**src/rtl/perf_pkg.sv**
```systemverilog
`default_nettype none
// +----------------------------------------------------------------------+
// | perf_pkg                                                             |
// | Shared slot map, FSM state encodings and sizes for the perf snapshot.|
// | Revision: 1.0                                                        |
// +----------------------------------------------------------------------+
package perf_pkg;

    localparam int NUM_SLOTS = 8;
    localparam int SLOT_W    = 3;
    localparam int DATA_W    = 32;
    localparam int STATE_W   = 3;

    localparam logic [SLOT_W-1:0] SLOT_LAST = SLOT_W'(NUM_SLOTS - 1);

    localparam logic [STATE_W-1:0] ST_IDLE   = 3'd0;
    localparam logic [STATE_W-1:0] ST_ARB    = 3'd1;
    localparam logic [STATE_W-1:0] ST_READ   = 3'd2;
    localparam logic [STATE_W-1:0] ST_CLEAR  = 3'd3;
    localparam logic [STATE_W-1:0] ST_STREAM = 3'd4;
    localparam logic [STATE_W-1:0] ST_FIN    = 3'd5;

    // 0xFFFFFFE8 and 0xFFFFFFEC are deliberately absent from the map.
    function automatic logic [DATA_W-1:0] slot_addr(input logic [SLOT_W-1:0] slot);
        logic [DATA_W-1:0] addr;
        case (slot)
            3'd0:    addr = 32'hFFFF_FFD8;
            3'd1:    addr = 32'hFFFF_FFDC;
            3'd2:    addr = 32'hFFFF_FFE0;
            3'd3:    addr = 32'hFFFF_FFE4;
            3'd4:    addr = 32'hFFFF_FFF0;
            3'd5:    addr = 32'hFFFF_FFF4;
            3'd6:    addr = 32'hFFFF_FFF8;
            default: addr = 32'hFFFF_FFFC;
        endcase
        return addr;
    endfunction

endpackage
`default_nettype wire

```
**src/rtl/snapshot_buffer.sv**
```systemverilog
`default_nettype none
// +----------------------------------------------------------------------+
// | snapshot_buffer                                                      |
// | 8 x 32 capture store, one write port, one combinational read port.  |
// | Revision: 1.0                                                        |
// +----------------------------------------------------------------------+
module snapshot_buffer
    import perf_pkg::*;
(
    input  logic              clk,
    input  logic              i_wr_en,
    input  logic [SLOT_W-1:0] i_wr_slot,
    input  logic [DATA_W-1:0] i_wr_data,
    input  logic [SLOT_W-1:0] i_rd_slot,
    output logic [DATA_W-1:0] o_rd_data
);

    logic [DATA_W-1:0] r_mem [NUM_SLOTS];

    always_ff @(posedge clk) begin
        if (i_wr_en) begin
            r_mem[i_wr_slot] <= i_wr_data;
        end
    end

    assign o_rd_data = r_mem[i_rd_slot];

endmodule
`default_nettype wire

```
**src/rtl/perf_snapshot_reader.sv**
```systemverilog
`default_nettype none
// +----------------------------------------------------------------------+
// | perf_snapshot_reader                                                 |
// | Arbitrates for the counter MMIO path, reads (and optionally clears)  |
// | eight perf counters, then streams the captured values out.           |
// | Revision: 1.0                                                        |
// +----------------------------------------------------------------------+
module perf_snapshot_reader
    import perf_pkg::*;
#(
    parameter bit CLEAR_EN = 1'b1,
    parameter int TIMEOUT  = 255
)(
    input  logic        clk,
    input  logic        rst_n,
    input  logic        start,
    output logic        bus_req,
    input  logic        bus_gnt,
    output logic        counter_read,
    output logic        counter_write,
    output logic [31:0] counter_addr,
    input  logic [31:0] counter_data,
    output logic        snap_valid,
    input  logic        snap_ready,
    output logic [2:0]  snap_index,
    output logic [31:0] snap_data,
    output logic        busy,
    output logic        done,
    output logic        aborted
);

    localparam int WAIT_W = (TIMEOUT > 1) ? $clog2(TIMEOUT + 1) : 1;
    localparam logic [WAIT_W-1:0] C_WAIT_LAST = (TIMEOUT > 0) ? WAIT_W'(TIMEOUT - 1) : '0;

    logic [STATE_W-1:0] r_state;
    logic [SLOT_W-1:0]  r_slot;
    logic [WAIT_W-1:0]  r_wait;
    logic               r_abort;
    logic               r_resume_clear;

    logic               w_on_bus;
    logic [DATA_W-1:0]  w_buf_data;

    always_ff @(posedge clk or negedge rst_n) begin
        if (!rst_n) begin
            r_state        <= ST_IDLE;
            r_slot         <= '0;
            r_wait         <= '0;
            r_abort        <= 1'b0;
            r_resume_clear <= 1'b0;
        end else begin
            case (r_state)
                ST_IDLE: begin
                    if (start) begin
                        r_state        <= ST_ARB;
                        r_slot         <= '0;
                        r_wait         <= '0;
                        r_abort        <= 1'b0;
                        r_resume_clear <= 1'b0;
                    end
                end
                ST_ARB: begin
                    if (bus_gnt) begin
                        r_state <= r_resume_clear ? ST_CLEAR : ST_READ;
                        r_wait  <= '0;
                    end else if (r_wait >= C_WAIT_LAST) begin
                        r_state <= ST_FIN;
                        r_abort <= 1'b1;
                        r_wait  <= '0;
                    end else begin
                        r_wait <= r_wait + 1'b1;
                    end
                end
                ST_READ: begin
                    // Losing the grant re-arbitrates and retries the same slot.
                    if (!bus_gnt) begin
                        r_state        <= ST_ARB;
                        r_wait         <= '0;
                        r_resume_clear <= 1'b0;
                    end else if (CLEAR_EN) begin
                        r_state <= ST_CLEAR;
                    end else if (r_slot == SLOT_LAST) begin
                        r_state <= ST_STREAM;
                        r_slot  <= '0;
                    end else begin
                        r_slot <= r_slot + 1'b1;
                    end
                end
                ST_CLEAR: begin
                    if (!bus_gnt) begin
                        r_state        <= ST_ARB;
                        r_wait         <= '0;
                        r_resume_clear <= 1'b1;
                    end else if (r_slot == SLOT_LAST) begin
                        r_state <= ST_STREAM;
                        r_slot  <= '0;
                    end else begin
                        r_state <= ST_READ;
                        r_slot  <= r_slot + 1'b1;
                    end
                end
                ST_STREAM: begin
                    if (snap_ready) begin
                        if (r_slot == SLOT_LAST) begin
                            r_state <= ST_FIN;
                            r_slot  <= '0;
                        end else begin
                            r_slot <= r_slot + 1'b1;
                        end
                    end
                end
                ST_FIN: begin
                    r_state <= ST_IDLE;
                    r_abort <= 1'b0;
                end
                default: begin
                    r_state <= ST_IDLE;
                end
            endcase
        end
    end

    snapshot_buffer u_buffer (
        .clk       (clk),
        .i_wr_en   (counter_read),
        .i_wr_slot (r_slot),
        .i_wr_data (counter_data),
        .i_rd_slot (r_slot),
        .o_rd_data (w_buf_data)
    );

    assign w_on_bus      = (r_state == ST_READ) || (r_state == ST_CLEAR);

    assign busy          = (r_state != ST_IDLE);
    assign bus_req       = (r_state == ST_ARB) || w_on_bus;
    assign counter_read  = (r_state == ST_READ) && bus_gnt;
    assign counter_write = (r_state == ST_CLEAR) && bus_gnt;
    assign counter_addr  = w_on_bus ? slot_addr(r_slot) : '0;

    assign snap_valid    = (r_state == ST_STREAM);
    assign snap_index    = snap_valid ? r_slot : '0;
    assign snap_data     = snap_valid ? w_buf_data : '0;

    assign done          = (r_state == ST_FIN) && !r_abort;
    assign aborted       = (r_state == ST_FIN) && r_abort;

endmodule
`default_nettype wire

```
**config.mk**
```make
export PLATFORM = sky130hd
export DESIGN_NAME = perf_snapshot_reader
export DESIGN_NICKNAME = d
export VERILOG_FILES = /design/src/rtl/perf_pkg.sv /design/src/rtl/snapshot_buffer.sv /design/src/rtl/perf_snapshot_reader.sv
export SDC_FILE = /design/constraint.sdc
export NUM_CORES = 1
export LEC_CHECK = 0
export CAP_MARGIN = 20
export CORE_MARGIN = 2
export CORE_UTILIZATION = 50
export DETAILED_ROUTE_END_ITERATION = 7
export PLACE_DENSITY_LB_ADDON = 0.05
export SLEW_MARGIN = 20
export SYNTH_ARGS = -nofsm -noshare
export SYNTH_HDL_FRONTEND = slang
export SYNTH_SLANG_ARGS = --single-unit
```
**constraint.sdc**
```tcl
create_clock -name clk -period 4.4 [get_ports clk]
set_input_delay 0.88 -clock clk [delete_from_list [all_inputs] [get_ports clk]]
set_output_delay 0.88 -clock clk [all_outputs]
set_load 0.05 [all_outputs]
```
==> run summary, run 1 <==
Register bit total from synthesis - 272
GR Overflow Total - 0
ANT cells - 0
Min-Delay Path Class - reg2reg
Syn. warnings - 0
Clock root buffer - clkbuf_16
HP Start - r_wait[6]
Post-route DRC violation count - 0
Vias in the first global route - 5943
Share of layout cells above drive strength 1 - 0.184
Vias per Instance - 5.97
Row cnt - 53
WL final - 23.6 mm
Cell area power density - 555 mW/mm^2
Placer congestion estimate - 0.792
Clock Skew - 0.00995 ns
Max clock buf depth - 3
Final Instance Count excl. Fillers - 1008
Placed cells - 957
CTS tree - built
Total CTS buffers - 28
Setup repair bufs after CTS - 0
Placement Cell Area - 0.0123 mm^2
DRT antenna net count - 0
Maximum vdd ir drop - 327 uV
Clock sinks - 272
Unique masters post-synth - 56
Worst setup path class - reg2out
Arrival time at the worst endpoint - 3.22 ns
CTS H-tree lvls - 1
Post-synth top flop - edfxtp_1
Core ar. - 0.0211 mm^2
Slew Limit Fails - 0
Max Fclk - 0.244 GHz
Commonest non-fill, non-tap cell in the layout - edfxtp_1
Nets@finish - 756
Clock slew at reported path FFs - 0.06 ns
Die area - 0.0228 mm^2
RSZ-0062 raised after global routing - no
I/O pin cnt - 111
Slew HR - 0.474
Die X - 151 um
Crit path required time - 3.52 ns
Met2 global-route usage - 0.342
Starting Density - 0.512
Hold-fix buffers at CTS - 0
Setup violators final - 0
Worst skew pair latency - 0.53 ns
Asr flop ratio synth - 0.0588
First-pass detailed-route iteration total - 4
Sequential fraction of the synthesis area - 0.749
Met3 Use GR - 0.0319
Worst-margin pin slew - 0.790 ns
Total Routing Usage GR - 0.209
Wire length of the first global-routing pass - 35.5 mm
Hold Vio Cnt, Final - 0
Die height - 151 um
Outcome - finished clean
P_leak - 4.30 nW
Startpoint Class - flip-flop
Largest net degree at the start of global routing - 33
Avg Inst Size Synth - 17.5 um^2
PortBufs - 108
Final Cell Area - 0.0132 mm^2
Synth Instances - 618
Worst r2r src - r_state[1]
Endpoint class of the critical path - primary output
CP startpoint - r_slot[1]
Met1 Resource Use GR - 0.304
Most frequent cells in the layout - edfxtp_1, clkdlybuf4s50_1, a22oi_1
DR WL/cell - 23.4 um
Minimum clock period - 4.10 ns
GR peak layer - met2
Largest fanout on the critical path - 14
Post-synth EDFFs - 256
Antenna violations before repair - 0
Worst Reg2Reg Path Length in Cells - 6
Resized cells post-CTS - 0
Synth-to-layout area growth - 21.9%
Vias - 6018
Iteration-0 DRC Markers - 441
Hold path depth - 1
Fin util - 0.624
Max_cap viols - 0
Dpl hpwl - 12.5 mm
Mapped Area - 0.0108 mm^2
Tcrit/Tclk final - 0.931
[state kept, by name, indices dropped and copies added (netlist names)]
register	cells
r_slot	3
r_resume_clear	1
u_buffer.r_mem	256
r_abort	1
r_wait	8
r_state	3
[power breakdown]
group | internal, mW | switching, mW | total [mW]
clock network | 1.35 | 0.918 | 2.27
logic | 0.726 | 1.29 | 2.01
registers | 2.91 | 0.105 | 3.02
total | 4.99 | 2.31 | 7.30
[through the flow]
stage / hold slack, ns / TNS, ns / total power [mW] / worst slack, ns
after floorplan: 0.486 / -69.48 / 4.52 / -0.543
after global placement: 0.503 / 0 / 5.08 / 0.678
after detailed placement: 0.518 / 0 / 5.10 / 0.634
after CTS: 0.535 / 0 / 7.37 / 0.277
after global routing: 0.567 / 0 / 7.58 / 0.0657
final: 0.530 / 0 / 7.30 / 0.305
[layout make-up]
class                   instances  area (um^2)
repair buffers                132         1570
flip-flops and latches        272         8090
multi-input cells             269         2220
clock inverters                17          179
clock buffers                  34          723
inverters                       9         33.8
well taps                     275          344
fillers                      1503         7930
[cell families after synthesis]
| logic type | after synthesis | synth area share |
|---|---|---|
| compound gates | 194 | 0.149 |
| fa+ha+maj | 7 | 0.00811 |
| buf+inv | 78 | 0.0492 |
| flops | 272 | 0.749 |
| mux | 6 | 0.00591 |
| other cells | 1 | 0.000347 |
| simple gates | 60 | 0.0386 |
[metal layers]
metal / vias to the layer above / wire, um
met1: 3068 / 10500
met4: 0 / 358
li1: 2717 / -
met3: 26 / 1410
met2: 207 / 11300
met5: - / 0
[critical path, stage by stage (launching register included)]
cell	delay, ns
dfrtp_1	0.77
inv_1	0.31
ha_1	0.28
nor2_1	0.17
o21ai_0	0.11
o21a_1	0.19
a21boi_0	0.12
clkdlybuf4s50_1	0.75
[path summary, 6_finish.rpt]
kind / to / slack [ns]
hold reg to reg: r_wait[6] / 0.53
hold / removal: r_wait[6] / 0.53
setup / recovery: counter_addr[3] / 0.30
min in group asynchronous: r_slot[1] / 0.80
max in group asynchronous: r_wait[3] / 3.12
setup reg to reg: u_buffer.r_mem[4][0] / 1.54
[synthesized netlist by cell type, types with 3 or more instances]
cell      count  area [um^2]
a31oi_1      34          213
buf_4        33          248
a22oi_1      59          443
nor3_1        4         20.0
o22ai_1       3         18.8
inv_1         8         30.0
o21ai_0       6         30.0
and3_1        6         37.5
buf_2        14         70.1
nand2_1       4         15.0
nor4_1        6         37.5
mux2i_1       3         30.0
a22oi_2       6         75.1
a221oi_1     17          149
a22o_1       32          280
buf_6        13          146
nand3_1       3         15.0
a221oi_2     15          225
dfrtp_1      16          400
ha_1          7         87.6
nor2_1        8         30.0
and2_1        4         25.0
a21oi_1       7         35.0
edfxtp_1    256         7690
mux2_2        3         33.8
a21o_1        4         30.0
clkbuf_1      9         33.8
nor3b_4       3         56.3
Power figures use the tool's default switching activity.
==> run 2, diff against run 1 <==
--- a/config.mk
+++ b/config.mk
@@ -6,10 +6,10 @@
 export NUM_CORES = 1
 export LEC_CHECK = 0
 export CAP_MARGIN = 20
-export CORE_MARGIN = 2
+export CORE_MARGIN = 8
 export CORE_UTILIZATION = 50
 export DETAILED_ROUTE_END_ITERATION = 7
-export PLACE_DENSITY_LB_ADDON = 0.05
+export PLACE_DENSITY = 0.74
 export SLEW_MARGIN = 20
 export SYNTH_ARGS = -nofsm -noshare
 export SYNTH_HDL_FRONTEND = slang
==> run 2 against run 1 <==
Effect of this change: via count increased by 1.4%; core utilization is 0.50 points lower; non-clock buffer count fell by 5; combinational power barely moved; clock-buffer cell count decreased by 2; largest cell class unchanged; maximum frequency fell by 1.7%; routed wire length up 3.4%; critical endpoint unchanged; flip-flop and latch count unchanged.
==> run summary, run 2 (synthesis gave the netlist of run 1 again) <==
First-pass detailed-route iteration total - 5 (+1)
Filler Cells Inserted - 1515 (+0.80%)
Worst setup path class - reg2out
CTS tree - built
P_leak - 4.23 nW (-1.6%)
WL final - 24.4 mm (+3.4%)
Resized cells post-CTS - 0 (unchanged)
Crit-path cells - inv_1 > ha_1 > nor2_1 > o21ai_0 > o21a_1 > a21boi_0 > clkdlybuf4s50_1
Startpoint Class - flip-flop
Reg2reg setup slack - 1.80 ns (+0.26 ns)
Largest net degree at the start of global routing - 33 (unchanged)
Arrival time at the worst endpoint - 3.29 ns (+0.07 ns)
Placer congestion estimate - 0.816 (+3.1%)
Vias in the first global route - 6166 (+3.8%)
Most flop-heavy register - u_buffer.r_mem
Clock sinks - 272 (unchanged)
CP startpoint - r_slot[1]
Clock slew at reported path FFs - 0.06 ns (about the same)
Dpl hpwl - 12.8 mm (+2.8%)
Post-route DRC violation count - 0 (unchanged)
Clock root buffer - clkbuf_16
Min-Delay Path Class - reg2reg
Max FFs per register - 256 (unchanged)
Worst skew pair latency - 0.55 ns (+0.02 ns)
Tot Pwr - 7.17 mW (-1.7%)
Worst Reg2Reg Path Length in Cells - 5 (-1)
Nets@finish - 749 (-0.93%)
Reg area - 0.00809 mm^2 (unchanged)
Slew Limit Fails - 0 (unchanged)
Cell area power density - 550 mW/mm^2 (-0.93%)
Hold-fix buffers at CTS - 0 (unchanged)
Total CTS buffers - 26 (-7.1%)
Worst-margin pin slew - 0.785 ns (-0.00463 ns)
Antenna violations before repair - 1 (+1)
Setup repair bufs after CTS - 0 (unchanged)
Die area - 0.0266 mm^2 (+17%)
Total Routing Usage GR - 0.179 (-0.0303)
Tcrit/Tclk final - 0.947 (+0.0159)
Die X - 163 um (+7.9%)
Clock Skew - 0.0302 ns (+0.0202 ns)
Endpoint class of the critical path - primary output
Vias per Instance - 6.11 (+2.4%)
ANT cells - 0 (unchanged)
Worst r2r src - r_state[1]
Max clock buf depth - 3 (unchanged)
Setup crit end - counter_addr[3]
DR WL/cell - 24.4 um (+4.4%)
Post-Route Setup TNS - 0 ns (unchanged)
Maximum vdd ir drop - 348 uV (+6.5%)
I/O pin cnt - 111 (unchanged)
CTS H-tree lvls - 1 (unchanged)
Starting Density - 0.512 (unchanged)
Max_cap viols - 0 (unchanged)
Die height - 163 um (+7.9%)
Setup violators final - 0 (unchanged)
Share of layout cells above drive strength 1 - 0.181 (-0.00299)
Slowest CP cell - dfrtp_1
Minimum clock period - 4.17 ns (+0.0700 ns)
Core ar. - 0.0211 mm^2 (unchanged)
Iteration-0 DRC Markers - 641 (+45%)
GR Overflow Total - 0 (unchanged)
Hold Vio Cnt, Final - 0 (unchanged)
Vias - 6102 (+1.4%)
Largest stage delay on the critical path - 0.81 ns (+0.04 ns)
DRT antenna net count - 0 (unchanged)
Outcome - finished clean
Worst r2r dst - u_buffer.r_mem[6][31]
Slew HR - 0.477 (+0.00309)
Synth-to-layout area growth - 20.9%
Max Fclk - 0.240 GHz (-1.7%)
Crit path required time - 3.52 ns (about the same)
Area of the multi-input gates - 0.00222 mm^2 (unchanged)
Wire length of the first global-routing pass - 36.2 mm (+2.1%)
RSZ-0062 raised after global routing - no
Row cnt - 53 (unchanged)
PortBufs - 108 (unchanged)
Top flop regs - u_buffer.r_mem: 256 flops, r_wait: 8 flops
Largest fanout on the critical path - 14 (unchanged)
Most frequent cells in the layout - edfxtp_1, clkdlybuf4s50_1, a22oi_1
Commonest non-fill, non-tap cell in the layout - edfxtp_1
==> run 2: changes by cell type in the layout (fill, tap and decap cells not counted) <==
cell,previous run,this run
bufinv_16,3,2
clkinv_1,10,4
inv_8,1,0
buf_4,25,19
clkinv_2,2,4
clkinv_4,0,1
buf_12,31,32
clkinvlp_4,0,2
clkbuf_16,28,26
==> run 2: worst min-delay path by stage <==
| stage | cells past startpoint | end | slack (ns) | startpoint |
|---|---|---|---|---|
| 5_1_grt | 1 | r_wait[6] | 0.56 | r_wait[6] |
| 3_5_place_dp | 1 | r_abort | 0.52 | r_abort |
| 4_1_cts | 1 | r_abort | 0.54 | r_abort |
| 2_1_floorplan | 1 | r_abort | 0.49 | r_abort |
| 3_3_place_gp | 1 | r_abort | 0.51 | r_abort |
| 6_report | 1 | r_abort | 0.54 | r_abort |
==> run 2: cell type report <==
| class | count | area share |
|---|---|---|
| Clock buffer | 32 | 0.0516 |
| Clock inverter | 14 | 0.0114 |
| Inverter | 9 | 0.00259 |
| Multi-Input combinational cell | 269 | 0.170 |
| Sequential cell | 272 | 0.620 |
| Tap cell | 275 | 0.0264 |
| Timing Repair Buffer | 127 | 0.118 |
==> run 2: critical path: cells and delay by family (launching register included) <==
| kind | cells | cell delay [ns] |
|---|---|---|
| compound gates | 3 | 0.42 |
| simple gates | 1 | 0.18 |
| fa+ha+maj | 1 | 0.28 |
| flops | 1 | 0.81 |
| buf+inv | 2 | 1.07 |
==> run 2: per-layer routing <==
layer  wire, um  track usage
met2      12000        0.303
met3       1990       0.0387
met4        354       0.0409
met5         13            0
met1      10000        0.232
==> run 2: where the power goes <==
group | switching (mW) | internal (mW) | leakage [nW] | total [mW]
clock network | 0.911 | 1.21 | 0.393 | 2.12
registers | 0.109 | 2.91 | 2.52 | 3.02
logic | 1.30 | 0.728 | 1.32 | 2.03
total | 2.32 | 4.85 | 4.23 | 7.17
==> run 2: stage by stage <==
step | cells | util | hold slack (ns) | worst slack [ns] | cell area, um^2
2_1_floorplan | 619 | - | 0.486 | -0.543 | 10800
3_3_place_gp | 952 | 0.580 | 0.507 | 0.670 | 12200
3_5_place_dp | 952 | 0.580 | 0.524 | 0.631 | 12200
4_1_cts | 998 | 0.619 | 0.541 | 0.265 | 13100
5_1_grt | 998 | 0.619 | 0.564 | 0.101 | 13100
6_report | 998 | 0.619 | 0.542 | 0.235 | 13100
==> run 3, diff against run 2 <==
--- a/config.mk
+++ b/config.mk
@@ -9,6 +9,7 @@
 export CORE_MARGIN = 8
 export CORE_UTILIZATION = 50
 export DETAILED_ROUTE_END_ITERATION = 7
+export HOLD_SLACK_MARGIN = 0.12
 export PLACE_DENSITY = 0.74
 export SLEW_MARGIN = 20
 export SYNTH_ARGS = -nofsm -noshare
==> results of run 3 <==
Same layout as run 2: the final DEF is identical, and so are final timing and power.
